**src/rtl/mult_share_arbiter_pkg.sv**
```systemverilog
// Shared types and sizes for the two-requester multiplier-sharing arbiter.
package mult_arb_pkg;

    localparam int OP_W               = 8;
    localparam int PROD_W             = 16;
    localparam int TIMEOUT_CYCLES_DEF = 15;

    typedef enum logic [1:0] {
        IDLE  = 2'd0,
        START = 2'd1,
        BUSY  = 2'd2,
        RESP  = 2'd3
    } state_t;

endpackage

```
**src/rtl/mult_share_arbiter_if.sv**
```systemverilog
// Requester and engine bundle of the arbiter; timeout_err exists only with MULT_ARB_TIMEOUT_EN.
// Handshake: a requester holds req until its ack pulse; a result is valid only in the rsp_valid cycle.
interface mult_share_arbiter_if;
    import mult_arb_pkg::*;

    logic [1:0]        req;
    logic [OP_W-1:0]   dataa_0;
    logic [OP_W-1:0]   datab_0;
    logic [OP_W-1:0]   dataa_1;
    logic [OP_W-1:0]   datab_1;
    logic [1:0]        ack;
    logic              eng_start;
    logic [OP_W-1:0]   eng_dataa;
    logic [OP_W-1:0]   eng_datab;
    logic              eng_done;
    logic [PROD_W-1:0] eng_product;
    logic [1:0]        rsp_valid;
    logic [PROD_W-1:0] rsp_product;
    logic              busy;
`ifdef MULT_ARB_TIMEOUT_EN
    logic              timeout_err;
`endif

    modport slave (
        input  req, dataa_0, datab_0, dataa_1, datab_1, eng_done, eng_product,
        output ack, eng_start, eng_dataa, eng_datab, rsp_valid, rsp_product, busy
`ifdef MULT_ARB_TIMEOUT_EN
        , output timeout_err
`endif
    );

    modport master (
        output req, dataa_0, datab_0, dataa_1, datab_1, eng_done, eng_product,
        input  ack, eng_start, eng_dataa, eng_datab, rsp_valid, rsp_product, busy
`ifdef MULT_ARB_TIMEOUT_EN
        , input timeout_err
`endif
    );

endinterface

```
**src/rtl/mult_share_arbiter_rr.sv**
```systemverilog
// Round-robin winner selection for two requesters; the pointer remembers the last served one.
module mult_arb_rr (
    input  logic       clk,
    input  logic       reset_a,
    input  logic [1:0] req,
    input  logic       update,
    input  logic       win_idx,
    output logic       winner
);

    logic last_q;

    // Reset to "requester 1 served last" so requester 0 wins the first tie.
    always_ff @(posedge clk or negedge reset_a) begin
        if (!reset_a)
            last_q <= 1'b1;
        else if (update)
            last_q <= win_idx;
    end

    always_comb begin
        winner = 1'b0;
        case (req)
            2'b01:   winner = 1'b0;
            2'b10:   winner = 1'b1;
            2'b11:   winner = ~last_q;
            default: winner = 1'b0;
        endcase
    end

endmodule

```
**src/rtl/mult_share_arbiter.sv**
```systemverilog
// Shares one sequential 8x8 multiplier between two requesters (IDLE/START/BUSY/RESP).
// Optional BUSY watchdog and sticky timeout_err are built with MULT_ARB_TIMEOUT_EN.
module mult_share_arbiter
    import mult_arb_pkg::*;
#(
    parameter int TIMEOUT_CYCLES = TIMEOUT_CYCLES_DEF
) (
    input  logic                 clk,
    input  logic                 reset_a,
    mult_share_arbiter_if.slave  bus,
    output state_t               state_dbg
);

    state_t            state_q, state_d;
    logic              win_q;
    logic              rr_winner;
    logic              grant;
    logic              done_take;
    logic              timeout_hit;
    logic [OP_W-1:0]   op_a_q, op_b_q;
    logic [PROD_W-1:0] prod_q;

    assign grant     = (state_q == IDLE) && (bus.req != 2'b00);
    assign done_take = (state_q == BUSY) && bus.eng_done;

    mult_arb_rr u_rr (
        .clk     (clk),
        .reset_a (reset_a),
        .req     (bus.req),
        .update  (state_q == RESP),
        .win_idx (win_q),
        .winner  (rr_winner)
    );

    always_ff @(posedge clk or negedge reset_a) begin
        if (!reset_a)
            state_q <= IDLE;
        else
            state_q <= state_d;
    end

    always_comb begin
        state_d = state_q;
        case (state_q)
            IDLE:    if (grant) state_d = START;
            START:   state_d = BUSY;
            BUSY:    if (done_take || timeout_hit) state_d = RESP;
            RESP:    state_d = IDLE;
            default: state_d = IDLE;
        endcase
    end

    // Operands are captured only on a grant, so they stay frozen until the next IDLE grant.
    always_ff @(posedge clk or negedge reset_a) begin
        if (!reset_a) begin
            win_q  <= 1'b0;
            op_a_q <= '0;
            op_b_q <= '0;
            prod_q <= '0;
        end else begin
            if (grant) begin
                win_q  <= rr_winner;
                op_a_q <= rr_winner ? bus.dataa_1 : bus.dataa_0;
                op_b_q <= rr_winner ? bus.datab_1 : bus.datab_0;
            end
            if (done_take)
                prod_q <= bus.eng_product;
            else if (timeout_hit)
                prod_q <= '0;
        end
    end

`ifdef MULT_ARB_TIMEOUT_EN
    localparam int CNT_W = $clog2(TIMEOUT_CYCLES + 1);

    logic [CNT_W-1:0] to_cnt_q;
    logic             timeout_err_q;

    // Counter value is the index of the current BUSY cycle; a late done still wins the tie.
    assign timeout_hit = (state_q == BUSY) && !bus.eng_done &&
                         (to_cnt_q == CNT_W'(TIMEOUT_CYCLES - 1));

    always_ff @(posedge clk or negedge reset_a) begin
        if (!reset_a) begin
            to_cnt_q      <= '0;
            timeout_err_q <= 1'b0;
        end else begin
            if (state_q == BUSY)
                to_cnt_q <= to_cnt_q + CNT_W'(1);
            else
                to_cnt_q <= '0;
            if (timeout_hit)
                timeout_err_q <= 1'b1;
        end
    end

    assign bus.timeout_err = timeout_err_q;
`else
    localparam int unused_timeout_cycles = TIMEOUT_CYCLES;
    assign timeout_hit = 1'b0;
`endif

    assign bus.ack         = (state_q == START) ? (win_q ? 2'b10 : 2'b01) : 2'b00;
    assign bus.rsp_valid   = (state_q == RESP)  ? (win_q ? 2'b10 : 2'b01) : 2'b00;
    assign bus.eng_start   = (state_q == START);
    assign bus.busy        = (state_q != IDLE);
    assign bus.eng_dataa   = op_a_q;
    assign bus.eng_datab   = op_b_q;
    assign bus.rsp_product = prod_q;
    assign state_dbg       = state_q;

endmodule

```
**src/flat_wrapper.sv**
```systemverilog
// flat-port wrapper written by rule: the top's interface ports become plain ports
module mult_share_arbiter_flat import mult_arb_pkg::*;
#(
    parameter int TIMEOUT_CYCLES = TIMEOUT_CYCLES_DEF
)
  (clk, reset_a, state_dbg, bus_req, bus_dataa_0, bus_datab_0, bus_dataa_1, bus_datab_1, bus_eng_done, bus_eng_product, bus_ack, bus_eng_start, bus_eng_dataa, bus_eng_datab, bus_rsp_valid, bus_rsp_product, bus_busy);
  mult_share_arbiter_if bus_i ();
  input  logic clk;
  input  logic reset_a;
  output state_t state_dbg;
  input wire logic [$bits(bus_i.req)-1:0] bus_req;
  input wire logic [$bits(bus_i.dataa_0)-1:0] bus_dataa_0;
  input wire logic [$bits(bus_i.datab_0)-1:0] bus_datab_0;
  input wire logic [$bits(bus_i.dataa_1)-1:0] bus_dataa_1;
  input wire logic [$bits(bus_i.datab_1)-1:0] bus_datab_1;
  input wire logic [$bits(bus_i.eng_done)-1:0] bus_eng_done;
  input wire logic [$bits(bus_i.eng_product)-1:0] bus_eng_product;
  output wire logic [$bits(bus_i.ack)-1:0] bus_ack;
  output wire logic [$bits(bus_i.eng_start)-1:0] bus_eng_start;
  output wire logic [$bits(bus_i.eng_dataa)-1:0] bus_eng_dataa;
  output wire logic [$bits(bus_i.eng_datab)-1:0] bus_eng_datab;
  output wire logic [$bits(bus_i.rsp_valid)-1:0] bus_rsp_valid;
  output wire logic [$bits(bus_i.rsp_product)-1:0] bus_rsp_product;
  output wire logic [$bits(bus_i.busy)-1:0] bus_busy;
  assign bus_i.req = bus_req;
  assign bus_i.dataa_0 = bus_dataa_0;
  assign bus_i.datab_0 = bus_datab_0;
  assign bus_i.dataa_1 = bus_dataa_1;
  assign bus_i.datab_1 = bus_datab_1;
  assign bus_i.eng_done = bus_eng_done;
  assign bus_i.eng_product = bus_eng_product;
  assign bus_ack = bus_i.ack;
  assign bus_eng_start = bus_i.eng_start;
  assign bus_eng_dataa = bus_i.eng_dataa;
  assign bus_eng_datab = bus_i.eng_datab;
  assign bus_rsp_valid = bus_i.rsp_valid;
  assign bus_rsp_product = bus_i.rsp_product;
  assign bus_busy = bus_i.busy;
  mult_share_arbiter #(.TIMEOUT_CYCLES(TIMEOUT_CYCLES)) u_core (.clk(clk), .reset_a(reset_a), .bus(bus_i), .state_dbg(state_dbg));
endmodule
```
**config.mk**
```make
export PLATFORM = sky130hd
export DESIGN_NAME = mult_share_arbiter_flat
export DESIGN_NICKNAME = d
export VERILOG_FILES = /design/src/rtl/mult_share_arbiter_pkg.sv /design/src/rtl/mult_share_arbiter_if.sv /design/src/rtl/mult_share_arbiter_rr.sv /design/src/rtl/mult_share_arbiter.sv /design/src/flat_wrapper.sv
export SDC_FILE = /design/constraint.sdc
export NUM_CORES = 1
export LEC_CHECK = 0
export BUFFER_PORTS_ARGS = -buffer_cell sky130_fd_sc_hd__buf_2
export CAP_MARGIN = 5
export CORE_MARGIN = 2
export CORE_UTILIZATION = 43
export CTS_CLUSTER_DIAMETER = 30
export DETAILED_ROUTE_END_ITERATION = 10
export HOLD_SLACK_MARGIN = 0.02
export PLACE_DENSITY_LB_ADDON = 0.15
export SYNTH_ARGS = -nofsm -noshare
export SYNTH_HDL_FRONTEND = slang
export SYNTH_SLANG_ARGS = --single-unit
```
**constraint.sdc**
```tcl
create_clock -name clk -period 2.15 [get_ports clk]
set_input_delay 0.1075 -clock clk [delete_from_list [all_inputs] [get_ports clk]]
set_output_delay 0.1075 -clock clk [all_outputs]
set_load 0.01 [all_outputs]
```
Yosys cells after proc, flatten, opt, wreduce, memory -nomap -nowiden
Index checks and enable logic that the tools add are counted.

operators by class
  reduce and logical (&&, ||, !) cells = 6
  mux-type cells = 9
  eq/ne operators = 7
  bitwise logic cells = 1

operators by type and width
  operator                                                                  count
  8-bit two-way mux                                                         2
  2-bit two-way mux                                                         5
  2-bit == test (second input constant)                                     4
  2-bit one-hot mux with 4 select lines                                     1
  2-bit by 1-bit inequality test with 1-bit output (second input constant)  2
  2-bit nonzero test                                                        2
  2-bit by 1-bit == test with 1-bit output (second input constant)          1
  1-bit logical AND                                                         2
  2-bit zero test                                                           1
  1-bit one-hot mux with 2 select lines                                     1
  2-bit AND reduction                                                       1
  1-bit NOT                                                                 1

storage, ports and cells
  output and inout bits = 40
  input bits = 53
  register bits after elaboration = 36
  logic and storage cells = 29

Depth between registers and ports, before layout
  depth in word-level cells = 4
  mapped depth = 6
  mapped depth without buffers = 5

Modules after synthesis
A second synthesis with hierarchy kept.

second synthesis, totals
  cells, all modules = 126
  area total of the unflattened synthesis = 1586.5 um^2

by module, submodules not included
  module              cells an instance  times used  sequential area each (um^2)  area each (um^2)
  mult_share_arbiter  123                1           875.8                        1537.7
  mult_arb_rr         3                  1           26.3                         48.8

Worst setup path after synthesis
No wires, ideal clock.

  path kind = register to register
  from = register u_core.state_q[0], in the netlist u_core.state_dbg[0]
  to = register u_core.prod_q[10], in the netlist u_core.bus.rsp_product[10]
  stages on the path, launching flop included = 6
  arrival = 1.488 ns
  slack = 0.538 ns
  buffers on the path = 1
  path through = dfrtp_1 -> inv_1 -> ha_1 -> nand2_1 -> buf_2 -> mux2_2

on the way
  cells in the longest elaborated chain, start to end = 2

ends and longest elaborated chain
  item                    line                      RTL
  start, declared         mult_share_arbiter.sv:14  state_t state_q, state_d;
  start signal, assigned  mult_share_arbiter.sv:39  state_q <= state_d;
  2-bit == test           mult_share_arbiter.sv:24  assign done_take = (state_q == BUSY) && bus.eng_done;
  1-bit logical AND       mult_share_arbiter.sv:24
  end signal, assigned    mult_share_arbiter.sv:67  prod_q <= bus.eng_product;
  end, declared           mult_share_arbiter.sv:21  logic [PROD_W-1:0] prod_q;

Every way passes these cells.
A chain may end at the register's enable or synchronous reset.

Final worst setup path
  from = register u_core.state_q[0], in the netlist u_core.state_dbg[0]
  to = register u_core.op_b_q[5], in the netlist u_core.bus.eng_datab[5]

on the way
  cells in the longest elaborated chain, start to end = 2

ends and longest elaborated chain
  item                  line                      RTL
  2-bit zero test       mult_share_arbiter.sv:23  assign grant = (state_q == IDLE) && (bus.req != 2'b00);
  1-bit logical AND     mult_share_arbiter.sv:23
  end signal, assigned  mult_share_arbiter.sv:64  op_b_q <= rr_winner ? bus.datab_1 : bus.datab_0;
  end, declared         mult_share_arbiter.sv:20  logic [OP_W-1:0] op_a_q, op_b_q;

Every way passes these cells.

==> impl_metrics.py <==
metrics = {
    "placed_design": {
        "gp_congestion": 0.7498,
        "dp.final_hpwl_um": 2636,
        "port_buffers": 92,
        "place_area_mm2": 0.002076,
    },
    "sta": {
        "finalCritPeriodShare_pct": 76.89,
        "min_period_ns": 1.653,
        "setup_tns_ns": 0,
        "setup_viol": 0,
        "worstMarginPinSlew_ns": 0.7896,
        "slew_headroom_pct": 47.36,
        "fmax_mhz": 604.9,
        "skew_ns": 0.001857,
        "rsz0062_at_grt": "false",
        "hold_viol": 0,
        "finalMaxSlewViolations": 0,
    },
    "route": {
        "drtIter0Drc": 91,
        "firstDrtPassIters": 4,
        "routedWlPerCell_um": 12.29,
        "dr_total_vias": 1391,
        "ant_nets": 0,
        "via_per_inst": 4.813,
        "post-route-drc-count": 0,
        "drt-total-wl_um": 3552,
    },
    "yosys": {
        "synth.distinct_cells": 21,
        "syn_inst": 145,
        "ys_ff_latch": 36,
        "ys_seq_area_share_pct": 57.09,
        "synth_top_area_cell": "dfrtp_1",
        "synth_top_area_share_pct": 55.42,
        "ys.flop_type": "dfrtp_1",
        "ys_warn_count": 0,
        "netlist_area_mm2": 0.001580,
        "syn_nets": 202,
        "yosys-top-cells-area": "dfrtp_1, mux2_2, a21oi_1",
        "synth.avg_cell_area_um2": 10.90,
        "async_reset_ff_share_pct": 100.0,
        "synth-edff-count": 0,
    },
    "finish": {
        "diodes": 0,
        "fin_nets": 297,
        "area_growth_pct": 37.85,
        "drive_gt1_share_pct": 51.45,
        "stdcell_area_mm2": 0.002178,
    },
    "power": {
        "leakagePower_uw": 0.001122,
        "p_per_area_mw_per_mm2": 1443,
        "ir_drop_mv": 0.7524,
    },
    "setup_path": {
        "path_max_fanout": 16,
        "startpoint_type": "flop",
        "critPathLaunch": "u_core.state_dbg[0]",
        "worst-endpoint-arrival_ns": 1.86,
        "cp.required_ns": 2.35,
        "worstRegToRegCells": 5,
        "path_cells": "inv_1 -> ha_1 -> o21a_1 -> nor2_1 -> a21oi_1",
        "reg2reg_from": "u_core.state_dbg[0]",
        "endpoint_kind": "flop",
        "critical_path_class": "flop to flop",
        "max_stage_delay_ns": 0.55,
        "slowest_stage": "o21a_1",
    },
    "global_routing": {
        "grt_max_degree": 37,
        "grt_usage_pct": 17.91,
        "grt_pass1_wl_um": 5747,
        "grt_overflow": 0,
        "grt_pass1_vias": 1261,
        "antenna_found_initial": 0,
    },
    "clocking": {
        "cts_buffer_depth": 2,
        "cts_buffers": 5,
        "cts_setup_buffers": 0,
        "cts-root-buf": "clkbuf_8",
        "clkLatencyLatePin_ns": 0.28,
        "clock-sinks": 36,
        "cts_tree": "built",
        "cts_max_level": 2,
        "clkTransAtPathRegs_ns": 0.07,
    },
    "floorplan": {
        "start_util_pct": 43.82,
        "num_io_pins": 93,
        "die_area_mm2": 0.004176,
        "fp.dieW_um": 64.62,
        "die_h_um": 64.62,
        "rows": 22,
        "core_area_mm2": 0.003606,
    },
    "hold_path": {
        "whs_path_depth": 2,
        "worstHoldStart": "bus_eng_product[14]",
        "hp-class": "input pin to flop",
    },
    "flow_run": {
        "cap_violations": 0,
    },
    "outcome": {
        "status": "finished, final reports clean",
    },
}
critical path, delay by kind of cell, from the launching register on:
kind	cells	cell delay [ns]
buffers and inverters	1	0.11
adder cells (fa/ha/maj)	1	0.25
AO/OA/AOI/OAI	2	0.70
AND/OR/NAND/NOR	1	0.08
flip-flops	1	0.43
state kept, by name, summed over array words and instances (netlist names):
register                cells
u_core.bus.rsp_product     16
u_core.bus.eng_dataa        8
u_core.bus.eng_datab        8
u_core.state_dbg            2
u_core.u_rr.last_q          1
u_core.win_q                1
Yosys cell counts, drive strengths merged, types with 2 or more instances:
cell and number:
a21oi 32, and2 2, buf 6, dfrtp 35, ha 4, inv 4, mux2 18, nand2 18
nor2 16, nor2b 2, o21ai 2
power breakdown:
part / total, µW / switching [µW] / internal, µW
registers: 1230 / 193 / 1040
clock network: 485 / 230 / 255
logic: 1430 / 745 / 683
total: 3140 / 1170 / 1970
cell usage in the layout, fill, tap and decap left out, drive strengths merged, types with 2 or more instances in the layout:
cell type / count
dfrtp: 35
a21oi: 32
nand2: 18
clkinv: 2
nor2: 16
and2: 2
nor2b: 2
buf: 93
o21ai: 2
ha: 4
clkbuf: 6
mux2: 18
inv: 4
path summary, 6_finish.rpt:
| kind | endpoint | slack, ns |
|---|---|---|
| min in group asynchronous | u_core.bus.eng_dataa[3] | 0.44 |
| hold reg to reg | u_core.bus.rsp_product[12] | 0.50 |
| max in group asynchronous | u_core.bus.rsp_product[0] | 1.21 |
| hold / removal | u_core.bus.rsp_product[14] | 0.05 |
| setup reg to reg | u_core.bus.eng_datab[5] | 0.50 |
| setup / recovery | u_core.bus.eng_datab[5] | 0.50 |
cell type report:
| cell class | instances | area, µm² |
|---|---|---|
| Timing Repair Buffer | 94 | 478.0 |
| Fill cell | 320 | 1428 |
| Clock buffer | 6 | 82.58 |
| Multi-Input combinational cell | 99 | 630.6 |
| Inverter | 4 | 15.01 |
| Clock inverter | 2 | 10.01 |
| Tap cell | 48 | 60.06 |
| Sequential cell | 36 | 902.1 |
kinds of logic after synthesis:
group           count (synthesis)  share of synthesized area [%]
fa+ha+maj                       4                          3.167
compound gates                 39                          14.01
buf+inv                        10                          3.008
flops                          36                          57.09
mux                            18                          13.06
simple gates                   38                          9.659
routing by layer:
layer  routed length, µm  track usage (%)  up-vias
met5                   0                0        -
met4                  42            5.585        0
met3                 345            6.250        7
met2                1608            29.30       73
met1                1555            22.35      632
li1                    -                -      679
repair_timing:
action                                  in CTS  in global routing
gates resized for setup                      0                  0
endpoints found under the setup margin       0                  0
hold buffers                                 1                  0
endpoints found under the hold margin       35                  0
metrics by stage:
stage	worst slack (ns)	utilization [%]	total power, µW	instances	hold slack, ns
CTS	0.4824	60.41	3180	289	0.04466
floorplan	0.5377	-	2113	145	-0.1881
detailed placement	0.5084	57.56	2689	280	0.2388
finish	0.4970	60.41	3142	289	0.04908
global placement	0.5772	57.56	2644	280	0.2393
global route	0.2830	60.41	3395	289	0.04463
Power figures use the tool's default switching activity.
